$ cat config.mk
export PLATFORM = sky130hd
export DESIGN_NAME = playlist_mcu_flat
export DESIGN_NICKNAME = d
export VERILOG_FILES = /design/src/rtl/playlist_mcu_if.sv /design/src/rtl/playlist_mcu.sv /design/src/flat_wrapper.sv
export SDC_FILE = /design/constraint.sdc
export NUM_CORES = 1
export LEC_CHECK = 0
export BUFFER_PORTS_ARGS = -buffer_cell sky130_fd_sc_hd__buf_2
export CAP_MARGIN = 10
export CORE_ASPECT_RATIO = 1.4
export CORE_MARGIN = 2
export CORE_UTILIZATION = 55
export CTS_CLUSTER_SIZE = 28
export DETAILED_ROUTE_END_ITERATION = 10
export GPL_ROUTABILITY_DRIVEN = 1
export PLACE_DENSITY_LB_ADDON = 0.25
export REMOVE_ABC_BUFFERS = 1
export SLEW_MARGIN = 40
export SYNTH_ARGS = -nofsm -noshare
export SYNTH_HDL_FRONTEND = slang
export SYNTH_SLANG_ARGS = --single-unit
$ cat constraint.sdc
create_clock -name clk -period 7.4 [get_ports clk]
set_clock_uncertainty 0.15 [all_clocks]
set_input_delay 1.48 -clock clk [delete_from_list [all_inputs] [get_ports clk]]
set_output_delay 1.48 -clock clk [all_outputs]
set_load 0.02 [all_outputs]
$ cat src/rtl/playlist_mcu_if.sv
// Purpose : request/control/player bundle between the front end, playlist_mcu and the song player.
// Latency : none; this is wiring only.
// Backpressure: none. Requests arriving while the queue is full are dropped and flagged via overflow.
// Ports   : master = front end / player side (drives requests and song_done);
//           slave  = playlist_mcu (drives play, reset_player, song and queue status).
interface playlist_mcu_if #(
  parameter int SONG_W = 4,
  parameter int CNT_W  = 3
);
  logic              req_valid;
  logic [SONG_W-1:0] req_song;
  logic              skip;
  logic              pause_toggle;
  logic              repeat_mode;
  logic              song_done;
  logic              play;
  logic              reset_player;
  logic [SONG_W-1:0] song;
  logic [CNT_W-1:0]  queue_count;
  logic              queue_full;
  logic              overflow;

  modport master (
    output req_valid, req_song, skip, pause_toggle, repeat_mode, song_done,
    input  play, reset_player, song, queue_count, queue_full, overflow
  );

  modport slave (
    input  req_valid, req_song, skip, pause_toggle, repeat_mode, song_done,
    output play, reset_player, song, queue_count, queue_full, overflow
  );
endinterface

$ cat src/rtl/playlist_mcu.sv
// Purpose : FIFO playlist that sequences a song player one song at a time (IDLE/LOAD/PLAYING/PAUSED).
// Latency : request into an idle, empty controller gives song after 2 edges, reset_player in the LOAD cycle, and play on the edge after that.
// Backpressure: none. A request into a full queue with no pop in the same cycle is dropped and sets sticky overflow.
// Ports   : clk, reset (async, active low), bus (playlist_mcu_if.slave: req_valid/req_song/skip/
//           pause_toggle/repeat_mode/song_done in; play/reset_player/song/queue_count/queue_full/overflow out).
// Option  : define REPEAT_MODE_EN to re-queue finished songs while repeat_mode=1; otherwise repeat_mode is ignored.
module playlist_mcu #(
  parameter int SONG_W      = 4,
  parameter int QUEUE_DEPTH = 4,
  parameter int CNT_W       = $clog2(QUEUE_DEPTH + 1)
) (
  input  logic           clk,
  input  logic           reset,
  playlist_mcu_if.slave  bus
);

  localparam int PTR_W = $clog2(QUEUE_DEPTH);

  typedef enum logic [1:0] {
    IDLE    = 2'd0,
    LOAD    = 2'd1,
    PLAYING = 2'd2,
    PAUSED  = 2'd3
  } state_t;

  state_t            state, state_nxt;
  logic [SONG_W-1:0] mem [QUEUE_DEPTH];
  logic [PTR_W-1:0]  rd_ptr, wr_ptr;
  logic [CNT_W-1:0]  count, count_nxt;
  logic              full_q, ovf_q;
  logic [SONG_W-1:0] song_q, song_nxt;
  logic              q_empty;
  logic              pop, rep_push, user_push, drop;
  logic [CNT_W:0]    occ_after;
  logic              rep_req;

`ifdef REPEAT_MODE_EN
  assign rep_req = bus.song_done && bus.repeat_mode;
`else
  // Repeat is compiled out; the input stays connected but has no effect.
  logic unused_repeat;
  assign rep_req       = 1'b0;
  assign unused_repeat = bus.repeat_mode;
`endif

  // Registered count is used on purpose: a request pushed this cycle is
  // not visible to the pop decision until the following cycle.
  assign q_empty = (count == '0);

  // Next-state, pop and repeat decisions.
  always_comb begin
    state_nxt = state;
    song_nxt  = song_q;
    pop       = 1'b0;
    rep_push  = 1'b0;
    case (state)
      IDLE: begin
        if (!q_empty) begin
          pop       = 1'b1;
          song_nxt  = mem[rd_ptr];
          state_nxt = LOAD;
        end
      end
      LOAD: begin
        state_nxt = PLAYING;
      end
      PLAYING: begin
        // Advancing outranks pause_toggle in the same cycle.
        if (bus.song_done || bus.skip) begin
          if (!q_empty) begin
            pop       = 1'b1;
            song_nxt  = mem[rd_ptr];
            state_nxt = LOAD;
          end else begin
            state_nxt = IDLE;
          end
          // A finished song goes to the tail behind the pop. With an empty
          // queue it simply reloads in place instead of bouncing via IDLE.
          if (rep_req) begin
            if (!q_empty) rep_push  = 1'b1;
            else          state_nxt = LOAD;
          end
        end else if (bus.pause_toggle) begin
          state_nxt = PAUSED;
        end
      end
      PAUSED: begin
        // song_done is ignored here; skip never re-queues.
        if (bus.skip) begin
          if (!q_empty) begin
            pop       = 1'b1;
            song_nxt  = mem[rd_ptr];
            state_nxt = LOAD;
          end else begin
            state_nxt = IDLE;
          end
        end else if (bus.pause_toggle) begin
          state_nxt = PLAYING;
        end
      end
      default: state_nxt = IDLE;
    endcase
  end

  // Slot accounting: the repeat push claims its slot before a user request.
  always_comb begin
    occ_after = {1'b0, count} - (CNT_W+1)'(pop) + (CNT_W+1)'(rep_push);
    user_push = bus.req_valid && (occ_after < (CNT_W+1)'(QUEUE_DEPTH));
    drop      = bus.req_valid && !user_push;
    count_nxt = CNT_W'(occ_after + (CNT_W+1)'(user_push));
  end

  always_ff @(posedge clk or negedge reset) begin
    if (!reset) begin
      state  <= IDLE;
      song_q <= '0;
      rd_ptr <= '0;
      wr_ptr <= '0;
      count  <= '0;
      full_q <= 1'b0;
      ovf_q  <= 1'b0;
    end else begin
      state  <= state_nxt;
      song_q <= song_nxt;
      rd_ptr <= rd_ptr + PTR_W'(pop);
      wr_ptr <= wr_ptr + PTR_W'(rep_push) + PTR_W'(user_push);
      count  <= count_nxt;
      full_q <= (count_nxt == CNT_W'(QUEUE_DEPTH));
      if (drop) ovf_q <= 1'b1;
    end
  end

  // Storage needs no reset: entries are only read behind valid pointers.
  always_ff @(posedge clk) begin
    if (rep_push)  mem[wr_ptr] <= song_q;
    if (user_push) mem[wr_ptr + PTR_W'(rep_push)] <= bus.req_song;
  end

  assign bus.play         = (state == PLAYING);
  assign bus.reset_player = (state == LOAD);
  assign bus.song         = song_q;
  assign bus.queue_count  = count;
  assign bus.queue_full   = full_q;
  assign bus.overflow     = ovf_q;

endmodule

$ cat src/flat_wrapper.sv
// flat-port wrapper written by rule: the top's interface ports become plain ports
module playlist_mcu_flat 
#(
  parameter int SONG_W      = 4,
  parameter int QUEUE_DEPTH = 4,
  parameter int CNT_W       = $clog2(QUEUE_DEPTH + 1)
)
  (clk, reset, bus_req_valid, bus_req_song, bus_skip, bus_pause_toggle, bus_repeat_mode, bus_song_done, bus_play, bus_reset_player, bus_song, bus_queue_count, bus_queue_full, bus_overflow);
  playlist_mcu_if #(.SONG_W(SONG_W), .CNT_W(CNT_W)) bus_i ();
  input  logic clk;
  input  logic reset;
  input wire logic [$bits(bus_i.req_valid)-1:0] bus_req_valid;
  input wire logic [$bits(bus_i.req_song)-1:0] bus_req_song;
  input wire logic [$bits(bus_i.skip)-1:0] bus_skip;
  input wire logic [$bits(bus_i.pause_toggle)-1:0] bus_pause_toggle;
  input wire logic [$bits(bus_i.repeat_mode)-1:0] bus_repeat_mode;
  input wire logic [$bits(bus_i.song_done)-1:0] bus_song_done;
  output wire logic [$bits(bus_i.play)-1:0] bus_play;
  output wire logic [$bits(bus_i.reset_player)-1:0] bus_reset_player;
  output wire logic [$bits(bus_i.song)-1:0] bus_song;
  output wire logic [$bits(bus_i.queue_count)-1:0] bus_queue_count;
  output wire logic [$bits(bus_i.queue_full)-1:0] bus_queue_full;
  output wire logic [$bits(bus_i.overflow)-1:0] bus_overflow;
  assign bus_i.req_valid = bus_req_valid;
  assign bus_i.req_song = bus_req_song;
  assign bus_i.skip = bus_skip;
  assign bus_i.pause_toggle = bus_pause_toggle;
  assign bus_i.repeat_mode = bus_repeat_mode;
  assign bus_i.song_done = bus_song_done;
  assign bus_play = bus_i.play;
  assign bus_reset_player = bus_i.reset_player;
  assign bus_song = bus_i.song;
  assign bus_queue_count = bus_i.queue_count;
  assign bus_queue_full = bus_i.queue_full;
  assign bus_overflow = bus_i.overflow;
  playlist_mcu #(.SONG_W(SONG_W), .QUEUE_DEPTH(QUEUE_DEPTH), .CNT_W(CNT_W)) u_core (.clk(clk), .reset(reset), .bus(bus_i));
endmodule
# Word level (Yosys, flattened, before mapping)
# Memory sizes are Yosys's and may differ from the RTL's.
# Index checks and enable logic that the tools add are counted.
# op_classes
n_eq_ne	9
n_reduce_logical	9
order_cmp	1
mux	17
add_sub_neg	4
# op_table
cell	count
4-bit two-way mux	3
4-bit one-hot mux with 3 select lines	1
2-bit two-way mux	5
2-bit one-hot mux with 4 select lines	1
1-bit two-way mux	6
3-bit AND reduction	2
2-bit by 1-bit adder with 2-bit output	2
2-bit == test (second input constant)	2
4-bit by 3-bit < comparator with 1-bit output (second input constant)	1
2-bit != test (second input constant)	2
3-bit by 1-bit subtractor with 4-bit output	1
3-bit by 1-bit adder with 3-bit output	1
3-bit == test (second input constant)	1
3-bit logical NOT	1
3-bit by 2-bit != test with 1-bit output (second input constant)	1
3-bit != test (second input constant)	1
1-bit one-hot mux with 3 select lines	1
3-bit nonzero test	1
2-bit by 1-bit == test with 1-bit output (second input constant)	1
1-bit logical AND	2
2-bit logical NOT	1
2-bit by 1-bit != test with 1-bit output (second input constant)	1
1-bit logical NOT	1
1-bit logical OR	1
# word_totals
out_inout_bits	11
input_bits	11
memories	1
word_cells	48
ram_bits	16
ff_bits	15
# memory_table
name	words	width	rd	rd_ports_with_merged_regs	wr	line_no	text
u_core.mem	4	4	1	0	1	playlist_mcu.sv:27	logic [SONG_W-1:0] mem [QUEUE_DEPTH];

# Longest topological paths before layout
# Gate-level depths: netlist of the first run.
# logic_depth
ltp_word	9
mapped_depth	16
mapped_depth_nobuf	15

# Least setup slack after synthesis of the first run
# OpenSTA, ideal clock, no wires.
# synth_timing
path_kind	input-to-reg
from	input bus_song_done
to	register u_core.full_q, in the netlist u_core.bus.queue_full
t_arrival_ns	3.521
stages	16
setup_time_ns	0.072
setup_slack_ns	3.657
cell_sequence	nor2b_4 -> a2bb2oi_1 -> or2_1 -> buf_6 -> inv_1 -> ha_1 -> ha_1 -> nand2_1 -> a21bo_2 -> nand2_1 -> nor2_1 -> ha_1 -> xnor2_1 -> xnor2_1 -> nand2b_1 -> nor2_1
# synth_between
elab_chain_len	8
# synth_rtl
item	line_no	text
start: declaration	flat_wrapper.sv:17	input wire logic [$bits(bus_i.song_done)-1:0] bus_song_done;
1-bit logical OR *	playlist_mcu.sv:69	if (bus.song_done || bus.skip) begin
1-bit two-way mux *	playlist_mcu.sv:69	
1-bit one-hot mux with 3 select lines *	playlist_mcu.sv:56	case (state)
3-bit by 1-bit subtractor with 4-bit output *	playlist_mcu.sv:107	occ_after = {1'b0, count} - (CNT_W+1)'(pop) + (CNT_W+1)'(rep_push);
4-bit by 3-bit < comparator with 1-bit output	playlist_mcu.sv:108	user_push = bus.req_valid && (occ_after < (CNT_W+1)'(QUEUE_DEPTH));
1-bit logical AND	playlist_mcu.sv:108	
3-bit by 1-bit adder with 3-bit output *	playlist_mcu.sv:110	count_nxt = CNT_W'(occ_after + (CNT_W+1)'(user_push));
via u_core.count_nxt[2]	playlist_mcu.sv:29	logic [CNT_W-1:0] count, count_nxt;
3-bit == test *	playlist_mcu.sv:128	full_q <= (count_nxt == CNT_W'(QUEUE_DEPTH));
end signal: assignment	playlist_mcu.sv:128	
end: declaration	playlist_mcu.sv:30	logic full_q, ovf_q;
# The timed path passes the listed nets; every way through them passes the cells marked *.
# A chain may end at the register's enable or synchronous reset.

# Worst setup path after layout of the first run
# layout_timing
from	input bus_song_done
to	memory u_core.mem[0][0], enable pin
# layout_between
elab_chain_len	8
# layout_rtl
item	line_no	text
1-bit logical OR	playlist_mcu.sv:69	
1-bit two-way mux	playlist_mcu.sv:69	
1-bit one-hot mux with 3 select lines	playlist_mcu.sv:56	
3-bit by 1-bit subtractor with 4-bit output	playlist_mcu.sv:107	
4-bit by 3-bit < comparator with 1-bit output	playlist_mcu.sv:108	
1-bit logical AND	playlist_mcu.sv:108	
1-bit two-way mux	playlist_mcu.sv:136	if (user_push) mem[wr_ptr + PTR_W'(rep_push)] <= bus.req_song;
1-bit two-way mux (not written as such)	playlist_mcu.sv:136	
end: declaration	playlist_mcu.sv:27	
# Every way passes these cells.

==> flow_summary.json, run 1 <==
{
  "fin_ws_ns": 3.452,
  "hpwl_mm": 1.518,
  "start_util": 0.5943,
  "cp-end-kind": "flip-flop",
  "cts_setup_buffers": 0,
  "startpoint": "bus_song_done",
  "cp-start-kind": "input port",
  "gr-usage-all-layers": 0.1863,
  "cp_common_cell": "ha_1",
  "dp_worst_setup_slack_ns": 3.083,
  "clk_latency_ns": 0.33,
  "period_minus_slack_ns": 3.948,
  "wl_per_cell_um": 15.07,
  "leakage_uw": 0.0006427,
  "power_switching_uw": 235.0,
  "die_h_um": 61.72,
  "grt_max_degree": 16,
  "synth_top_area_frac": 0.3671,
  "cts_max_level": 2,
  "relSlewSlack": 0.5525,
  "synth_edf_count": 16,
  "yosysMostFrequentCell": "edfxtp_1",
  "max-cap-violations": 0,
  "wirelength_mm": 2.004,
  "post_cts_resized": 0,
  "synth_common_cells": "edfxtp_1, dfrtp_1, inv_1, nor2_1",
  "first_pass_iters": 4,
  "crit_fanout": 5,
  "clockBufferDepth": 2,
  "port_buffers": 20,
  "syn_area_um2": 1309,
  "syn_inst": 84,
  "synth_area_per_cell_um2": 15.58,
  "num_io_pins": 22,
  "worstSetupPathType": "in2reg",
  "worst-endpoint-arrival_ns": 3.76,
  "reg2regPathDepth": 9,
  "vdd_drop_max_uv": 319.9,
  "r2r_end": "u_core.mem[0][0]$_DFFE_PP_",
  "slowest_delay_ns": 0.54,
  "seq_area_frac_synth": 0.6539,
  "ys_types": 25,
  "regToRegStartpoint": "u_core.bus.queue_count[2]$_DFF_PN0_",
  "num_vias": 731,
  "p_per_area_nw_per_um2": 454.0,
  "die_area_um2": 2791,
  "clkSinkCount": 31,
  "tightest_slew_ns": 0.6661,
  "slowest_stage": "nor3_1",
  "rsz0062_at_grt": "no",
  "clock.fmax_ghz": 0.2533,
  "crit_chain": "buf_2 -> nor2b_4 -> a2bb2oi_1 -> or2_1 -> inv_1 -> ha_1 -> ha_1 -> nor2_1 -> a21bo_2 -> nand2_1 -> nor3_1",
  "drcViolationCount": 0,
  "antenna_found_initial": 0,
  "grt_pass1_wl_mm": 3.401,
  "layout-drive-gt1-share": 0.3333,
  "cts_hold_buf": 0,
  "viasPerCell": 5.496,
  "ant_nets": 0,
  "hold_viol": 0,
  "cp.required_ns": 7.22,
  "rows": 20,
  "overflow": 0,
  "cts_root_buf": "clkbuf_4",
  "drtIter0Drc": 10,
  "p_int_uw": 446.7,
  "n_antenna_cell": 0,
  "power.clock.fraction": 0.183,
  "synth_area_leaders": "edfxtp_1, dfrtp_1, mux4_2, mux2_4, ha_1",
  "p_comb_frac": 0.401,
  "synth_seq_cells": 31,
  "synth-async-reset-ratio": 0.4839,
  "yosysWarnings": 0,
  "place_congestion": 0.6509,
  "tns_ns": 0,
  "fin_nets": 125,
  "numPlacedInstances": 125,
  "seq_power_share": 0.416,
  "switching_share": 0.3447,
  "cts_buffers": 5,
  "final_max_slew_viol_count": 0,
  "grt_pass1_vias": 727,
  "whs_path_depth": 1,
  "die_x_um": 45.23,
  "instances_no_fill": 133,
  "crit_end": "u_core.mem[0][0]$_DFFE_PP_",
  "setup_violations": 0,
  "synthToLayoutAreaGrowth_pct": 14.72,
  "utilization": 0.6818,
  "finalCritPeriodShare": 0.5335,
  "clk_pin_slew_ns": 0.09,
  "synth_flop_cell": "edfxtp_1",
  "regToRegSetupSlack_ns": 4.23,
  "power.total_uw": 681.7,
  "core_um2": 2202,
  "tritoncts": "yes",
  "status": "finished, final reports clean",
  "hold_path.class": "reg2reg",
  "synth.largest_area_cell": "edfxtp_1"
}
## cell families after synthesis
logic type | synth area share
multiplexers | 0.1147
flip-flops | 0.6539
XOR/XNOR | 0.03346
AO/OA/AOI/OAI | 0.03921
AND/OR/NAND/NOR | 0.09464
buffers and inverters | 0.02581
adder cells (fa/ha/maj) | 0.03824
## power groups by stage
stage               Combinational (µW)  Sequential, µW  Clock, µW
finish                             273             284        125
global route                       304             292        136
CTS                                279             285        129
detailed placement                 277             289          0
global placement                   269             285          0
floorplan                          189             304          0
## cell type report
cell class / count / area (µm²)
Clock buffer: 5 / 37.54
Clock inverter: 3 / 38.79
Fill cell: 169 / 700.7
Inverter: 6 / 22.52
Multi-Input combinational cell: 46 / 419.2
Sequential cell: 31 / 855.8
Tap cell: 22 / 27.53
Timing Repair Buffer: 20 / 100.1
## registers in the layout, indices dropped and copies added (netlist names)
| register | cells |
|---|---|
| u_core.mem | 16 |
| u_core.bus.song | 4 |
| u_core.bus.overflow | 1 |
| u_core.rd_ptr | 2 |
| u_core.wr_ptr | 2 |
| u_core.state | 2 |
| u_core.bus.queue_count | 3 |
| u_core.bus.queue_full | 1 |
## worst min-delay path by stage
stage,startpoint,end,slack (ns)
6_report,u_core.bus.overflow$_DFFE_PN0P_,u_core.bus.overflow$_DFFE_PN0P_,0.34
5_1_grt,u_core.bus.overflow$_DFFE_PN0P_,u_core.bus.overflow$_DFFE_PN0P_,0.36
4_1_cts,u_core.bus.overflow$_DFFE_PN0P_,u_core.bus.overflow$_DFFE_PN0P_,0.34
3_5_place_dp,u_core.bus.overflow$_DFFE_PN0P_,u_core.bus.overflow$_DFFE_PN0P_,0.32
3_3_place_gp,u_core.bus.overflow$_DFFE_PN0P_,u_core.bus.overflow$_DFFE_PN0P_,0.30
2_1_floorplan,u_core.state[1]$_DFFE_PN0P_,u_core.state[1]$_DFFE_PN0P_,0.32
## metrics by stage
step | hold slack [ns] | area [µm²]
after floorplan | 0.3239 | 1297
after global placement | 0.3049 | 1425
after detailed placement | 0.3195 | 1425
after CTS | 0.3419 | 1501
after global routing | 0.3639 | 1501
final | 0.3362 | 1501
## critical path, delay by kind of cell
kind                     cells  cell delay (ns)
AND/OR/NAND/NOR              5             1.23
adder cells (fa/ha/maj)      2             0.45
AO/OA/AOI/OAI                2             0.39
buffers and inverters        2             0.23
## placed cells by master, fill, tap and decap left out, types with 4 or more instances in the layout
cell      Yosys  final
dfrtp_1      15     15
buf_2         0     20
ha_1          4      4
mux2_4        4      4
mux4_2        4      4
xnor2_1       4      4
inv_1         6      6
clkbuf_4      0      5
nor2_1        6      6
edfxtp_1     16     16
## metal layers
metal	up-vias	global-route usage	share of wire
li1	358	-	-
met3	6	0.06936	0.054
met1	348	0.1952	0.38
met5	-	0	0
met4	0	0.1134	0.026
met2	19	0.3143	0.54
Power figures use the tool's default switching activity.
==> run 2, diff against run 1 <==
--- a/config.mk
+++ b/config.mk
@@ -9,7 +9,7 @@
 export CAP_MARGIN = 10
 export CORE_ASPECT_RATIO = 1.4
 export CORE_MARGIN = 2
-export CORE_UTILIZATION = 55
+export CORE_UTILIZATION = 49
 export CTS_CLUSTER_SIZE = 28
 export DETAILED_ROUTE_END_ITERATION = 10
 export GPL_ROUTABILITY_DRIVEN = 1
==> constraint.sdc (replaced) <==
create_clock -name clk -period 3.45 [get_ports clk]
set_clock_uncertainty 0.15 [all_clocks]
set_input_delay 0.69 -clock clk [delete_from_list [all_inputs] [get_ports clk]]
set_output_delay 0.69 -clock clk [all_outputs]
set_load 0.02 [all_outputs]
==> flow_summary.json, run 2 (synthesis gave the netlist of run 1 again) <==
{
  "relSlewSlack": 0.7368,
  "cp-start-kind": "flip-flop",
  "reg2regPathDepth": 14,
  "clk_latency_ns": 0.33,
  "tritoncts": "yes",
  "cts_setup_buffers": 0,
  "first_pass_iters": 4,
  "num_io_pins": 22,
  "regToRegSetupSlack_ns": 0.60,
  "hpwl_mm": 1.519,
  "grt_max_degree": 16,
  "setup_violations": 0,
  "period_minus_slack_ns": 2.854,
  "grt_pass1_wl_mm": 3.160,
  "r2r_end": "u_core.bus.queue_full$_DFF_PN0_",
  "fillers": 245,
  "startpoint": "u_core.bus.queue_count[1]$_DFF_PN0_",
  "leakage_uw": 0.0006639,
  "largest_reg_flops": 16,
  "tns_ns": 0,
  "clock.fmax_ghz": 0.3504,
  "antenna_found_initial": 0,
  "regToRegStartpoint": "u_core.bus.queue_count[1]$_DFF_PN0_",
  "final_max_slew_viol_count": 0,
  "regMostFlops": "u_core.mem",
  "rsz0062_at_grt": "no",
  "fin_ws_ns": 0.5958,
  "worstSetupPathType": "reg2reg",
  "cts_buffers": 5,
  "cp-end-kind": "flip-flop",
  "tightest_slew_ns": 0.3933,
  "place_congestion": 0.6883,
  "cts_root_buf": "clkbuf_4",
  "drtIter0Drc": 10,
  "viasPerCell": 4.960,
  "clkSinkCount": 31,
  "overflow": 0,
  "synthToLayoutAreaGrowth_pct": 18.55,
  "core_um2": 2587,
  "drcViolationCount": 0,
  "p_per_area_nw_per_um2": 971.8,
  "dp_worst_setup_slack_ns": 0.2516,
  "wirelength_mm": 2.022,
  "post_cts_resized": 0,
  "gr-usage-all-layers": 0.1593,
  "finalCritPeriodShare": 0.8273,
  "layout-drive-gt1-share": 0.3596,
  "die_x_um": 47.68,
  "die_h_um": 65.15,
  "max-cap-violations": 0,
  "clk_pin_slew_ns": 0.09,
  "wl_per_cell_um": 13.48,
  "hold_path.class": "in2async",
  "rows": 22,
  "crit_fanout": 4,
  "vdd_drop_max_uv": 490.4,
  "worst-endpoint-arrival_ns": 2.98,
  "layout_common_cells": "buf_2, edfxtp_1, dfrtp_1",
  "die_area_um2": 3106,
  "n_antenna_cell": 0,
  "cts_max_level": 2,
  "clockBufferDepth": 2,
  "ant_nets": 0,
  "hold_viol": 0,
  "fin_nets": 128,
  "status": "finished, final reports clean",
  "grt_pass1_vias": 686,
  "num_vias": 744,
  "layout_commonest_cell": "buf_2",
  "port_buffers": 20,
  "crit_end": "u_core.bus.queue_full$_DFF_PN0_",
  "cts_hold_buf": 0,
  "start_util": 0.5058,
  "cp.required_ns": 3.57
}
==> run 2: cell types whose count changed in the layout (fill, tap and decap cells not counted), sizes merged <==
cell and change:
buf +3, clkbuf +1, clkinv -1
==> run 2: per-layer routing <==
metal  up-vias  share of wire  track usage
li1        363              -            -
met1       355           0.40       0.1705
met2        19           0.52       0.2417
met3         7          0.045      0.07418
met4         0          0.032       0.1014
met5         -              0            0
==> run 2: layout make-up <==
cell class,instances,area (µm²),share of cell area
clock buffers,6,51.30,0.03306
clock inverters,2,35.03,0.02258
inverters,6,22.52,0.01452
multi-input cells,46,419.2,0.2702
flip-flops and latches,31,855.8,0.5516
well taps,36,45.04,0.02903
repair buffers,23,122.6,0.07903
==> run 2: worst min-delay path by stage <==
stage	from	to	slack, ns	depth (start not counted)
floorplan	reset	u_core.bus.overflow$_DFFE_PN0P_	0.24	0
global placement	u_core.bus.overflow$_DFFE_PN0P_	u_core.bus.overflow$_DFFE_PN0P_	0.30	1
detailed placement	u_core.bus.overflow$_DFFE_PN0P_	u_core.bus.overflow$_DFFE_PN0P_	0.33	1
CTS	reset	u_core.bus.song[3]$_DFFE_PN0P_	0.09	1
global route	reset	u_core.bus.song[3]$_DFFE_PN0P_	0.09	1
finish	reset	u_core.bus.queue_count[2]$_DFF_PN0_	0.1	1
==> run 2: worst max-delay path: stages, from the launching register on <==
cell and delay, ns:
dfrtp_1 0.42, nor3_1 0.34, or2_1 0.19, inv_1 0.06, ha_1 0.20, ha_1 0.24
nand2_1 0.08, a21bo_2 0.25, nand2_1 0.14, nor2_1 0.07, ha_1 0.18, xnor2_1 0.18
xnor2_1 0.16, nand2b_1 0.07, nor2_1 0.08
==> run 2: power breakdown <==
group,switching (µW),total (µW),internal [µW]
registers,96.5,609,512
clock network,123,294,171
logic,293,605,312
==> run 2: through the flow <==
stage / utilization / std cells / hold slack (ns) / power (µW) / area (µm²)
after detailed placement: 0.5662 / 142 / 0.3326 / 1235 / 1465
after CTS: 0.5996 / 150 / 0.09439 / 1533 / 1551
after global routing: 0.5996 / 150 / 0.08767 / 1625 / 1551
after floorplan: - / 83 / 0.2444 / 1058 / 1297
after global placement: 0.5662 / 142 / 0.3046 / 1210 / 1465
final: 0.5996 / 150 / 0.09803 / 1508 / 1551
==> run 3, diff against run 2 <==
--- a/config.mk
+++ b/config.mk
@@ -5,11 +5,12 @@
 export SDC_FILE = /design/constraint.sdc
 export NUM_CORES = 1
 export LEC_CHECK = 0
+export ABC_AREA = 1
 export BUFFER_PORTS_ARGS = -buffer_cell sky130_fd_sc_hd__buf_2
 export CAP_MARGIN = 10
 export CORE_ASPECT_RATIO = 1.4
 export CORE_MARGIN = 2
-export CORE_UTILIZATION = 49
+export CORE_UTILIZATION = 55
 export CTS_CLUSTER_SIZE = 28
 export DETAILED_ROUTE_END_ITERATION = 10
 export GPL_ROUTABILITY_DRIVEN = 1
==> constraint.sdc (replaced) <==
create_clock -name clk -period 2.75 [get_ports clk]
set_clock_uncertainty 0.15 [all_clocks]
set_input_delay 0.55 -clock clk [delete_from_list [all_inputs] [get_ports clk]]
set_output_delay 0.55 -clock clk [all_outputs]
set_load 0.02 [all_outputs]
==> flow_summary.json, run 3 <==
{
  "cts_root_buf": "clkbuf_4",
  "holdWs_ns": 0.2769,
  "clockBufferDepth": 2,
  "cp-end-kind": "flip-flop",
  "fin_ws_ns": 0.2686,
  "rows": 21,
  "yosysMostFrequentCell": "nand2_1",
  "fin_nets": 182,
  "cts_setup_buffers": 0,
  "clk_latency_ns": 0.33,
  "hold_start": "bus_req_song[0]",
  "first_pass_iters": 3,
  "setup_violations": 0,
  "relSlewSlack": 0.7775,
  "die_area_um2": 2998,
  "synth_common_cells": "nand2_1, nor2_1, edfxtp_1, inv_1, dfrtp_1",
  "utilization": 0.6962,
  "worst-path-buf-inv": 2,
  "antenna_found_initial": 0,
  "synth_flop_cell": "edfxtp_1",
  "start_util": 0.5849,
  "slowest_stage": "dfrtp_1",
  "p_comb_frac": 0.455,
  "slowest_delay_ns": 0.44,
  "hold_path.class": "in2reg",
  "r2r_end": "u_core.mem[0][3]$_DFFE_PP_",
  "placed_area_um2": 1584,
  "max-cap-violations": 0,
  "crit_fanout": 4,
  "tritoncts": "yes",
  "clk_pin_slew_ns": 0.10,
  "wl_per_cell_um": 11.44,
  "worst-endpoint-arrival_ns": 2.34,
  "power.clock.fraction": 0.179,
  "fin_area_um2": 1683,
  "grt_max_degree": 16,
  "synth_area_per_cell_um2": 10.40,
  "hold_viol": 0,
  "num_vias": 957,
  "p_per_area_nw_per_um2": 1214,
  "worstHoldEndpoint": "u_core.mem[1][0]$_DFFE_PP_",
  "leakage_uw": 0.0008205,
  "synth_area_leaders": "edfxtp_1, dfrtp_1, nand2_1, nor2_1, o21ai_0",
  "synth-async-reset-ratio": 0.4839,
  "syn_inst": 136,
  "synthToLayoutAreaGrowth_pct": 19.03,
  "crit_family": "simple AND/OR/NAND/NOR gates",
  "drtIter0Drc": 25,
  "syn_area_um2": 1414,
  "synth.largest_area_cell": "edfxtp_1",
  "status": "finished, final reports clean",
  "drcViolationCount": 0,
  "port_buffers": 20,
  "place_congestion": 0.7159,
  "period_minus_slack_ns": 2.481,
  "tns_ns": 0,
  "whs_path_depth": 1,
  "overflow": 0,
  "ant_nets": 0,
  "wirelength_mm": 2.311,
  "num_io_pins": 22,
  "layout-drive-gt1-share": 0.2917,
  "hpwl_mm": 1.631,
  "core_um2": 2417,
  "finalCritPeriodShare": 0.9023,
  "layout_common_cells": "nand2_1, buf_2, nor2_1",
  "layout_commonest_cell": "nand2_1",
  "regToRegStartpoint": "u_core.bus.queue_count[2]$_DFF_PN0_",
  "p_int_uw": 1215,
  "rsz0062_at_grt": "no",
  "final_max_slew_viol_count": 0,
  "gr-usage-all-layers": 0.1904,
  "grt_pass1_vias": 955,
  "vdd_drop_max_uv": 749.4,
  "regToRegSetupSlack_ns": 0.27,
  "viasPerCell": 4.738,
  "die_h_um": 63.99,
  "n_antenna_cell": 0,
  "cts_max_level": 2,
  "tightest_slew_ns": 0.3338,
  "worstSetupPathType": "reg2reg",
  "ys_types": 23,
  "largest_reg_flops": 16,
  "clock.fmax_ghz": 0.4030,
  "synth_seq_cells": 31,
  "dp_worst_setup_slack_ns": 0.05162,
  "cp.required_ns": 2.61,
  "reg2regPathDepth": 12,
  "yosysWarnings": 0,
  "power_switching_uw": 827.2,
  "cp-start-kind": "flip-flop",
  "seq_area_frac_synth": 0.6053,
  "seq_power_share": 0.366,
  "regMostFlops": "u_core.mem",
  "clkSinkCount": 31,
  "cts_buffers": 5,
  "synth_top_area_frac": 0.3398,
  "crit_chain": "nor2_2 -> nand2_1 -> nand3_4 -> inv_4 -> ha_1 -> ha_1 -> inv_1 -> nand2_2 -> nand2_4 -> nand3_4 -> or2_4 -> nor2_2",
  "switching_share": 0.4050,
  "die_x_um": 46.85,
  "synth_edf_count": 16,
  "grt_pass1_wl_mm": 3.912
}
[run 3: changes by cell type after synthesis, moves of 3 or more]
cell     delta
nand2_2     +3
nor3_1      -3
o21ai_0    +12
mux2_4      -4
nor2_1     +14
nand2_1    +26
mux4_2      -4
xnor2_1     -4
inv_1      +10
[run 3: worst max-delay path by stage]
stage                                        start  depth (start not counted)                              end
6_report       u_core.bus.queue_count[2]$_DFF_PN0_                         12       u_core.mem[0][3]$_DFFE_PP_
2_1_floorplan                             bus_skip                         12       u_core.mem[0][0]$_DFFE_PP_
4_1_cts        u_core.bus.queue_count[2]$_DFF_PN0_                         12       u_core.mem[2][3]$_DFFE_PP_
3_5_place_dp                              bus_skip                         13       u_core.mem[2][3]$_DFFE_PP_
5_1_grt        u_core.bus.queue_count[2]$_DFF_PN0_                         16  u_core.bus.queue_full$_DFF_PN0_
3_3_place_gp                              bus_skip                         13       u_core.mem[0][0]$_DFFE_PP_
[run 3: layout make-up]
cell class / count / area [µm²]
inverter: 18 / 70.07
tap: 34 / 42.54
timing repair buffer: 26 / 147.6
clock inverter: 2 / 35.03
sequential: 31 / 855.8
clock buffer: 6 / 51.30
multi-input combinational: 85 / 480.5
fill: 214 / 734.5
[run 3: logic make-up after synthesis]
kind of cell             share of synthesized area
adder cells (fa/ha/maj)                    0.03540
flip-flops                                  0.6053
XOR/XNOR                                   0.01770
AO/OA/AOI/OAI                              0.06638
buffers and inverters                      0.05664
AND/OR/NAND/NOR                             0.2186
[run 3: stage by stage]
stage,instances,power (µW)
floorplan,134,1400
global placement,193,1640
detailed placement,193,1681
CTS,202,2068
global route,202,2225
finish,202,2042
[run 3: power by group through the flow]
stage	logic, µW	registers, µW	clock network (µW)
global route	1060	770	395
floorplan	591	809	0
finish	929	748	365
detailed placement	924	756	0
global placement	889	751	0
CTS	950	746	373
[run 3: repair_timing]
item	CTS	global route
endpoints found under the setup margin	0	1
hold buffers	1	0
endpoints found under the hold margin	15	0
resized for setup	0	1
[run 3: layer usage]
metal / track usage / vias up / wire length [µm]
met1: 0.2000 / 436 / 920
li1: - / 496 / -
met3: 0.06780 / 6 / 97
met4: 0.1007 / 0 / 59
met2: 0.3151 / 19 / 1233
met5: 0 / - / 0
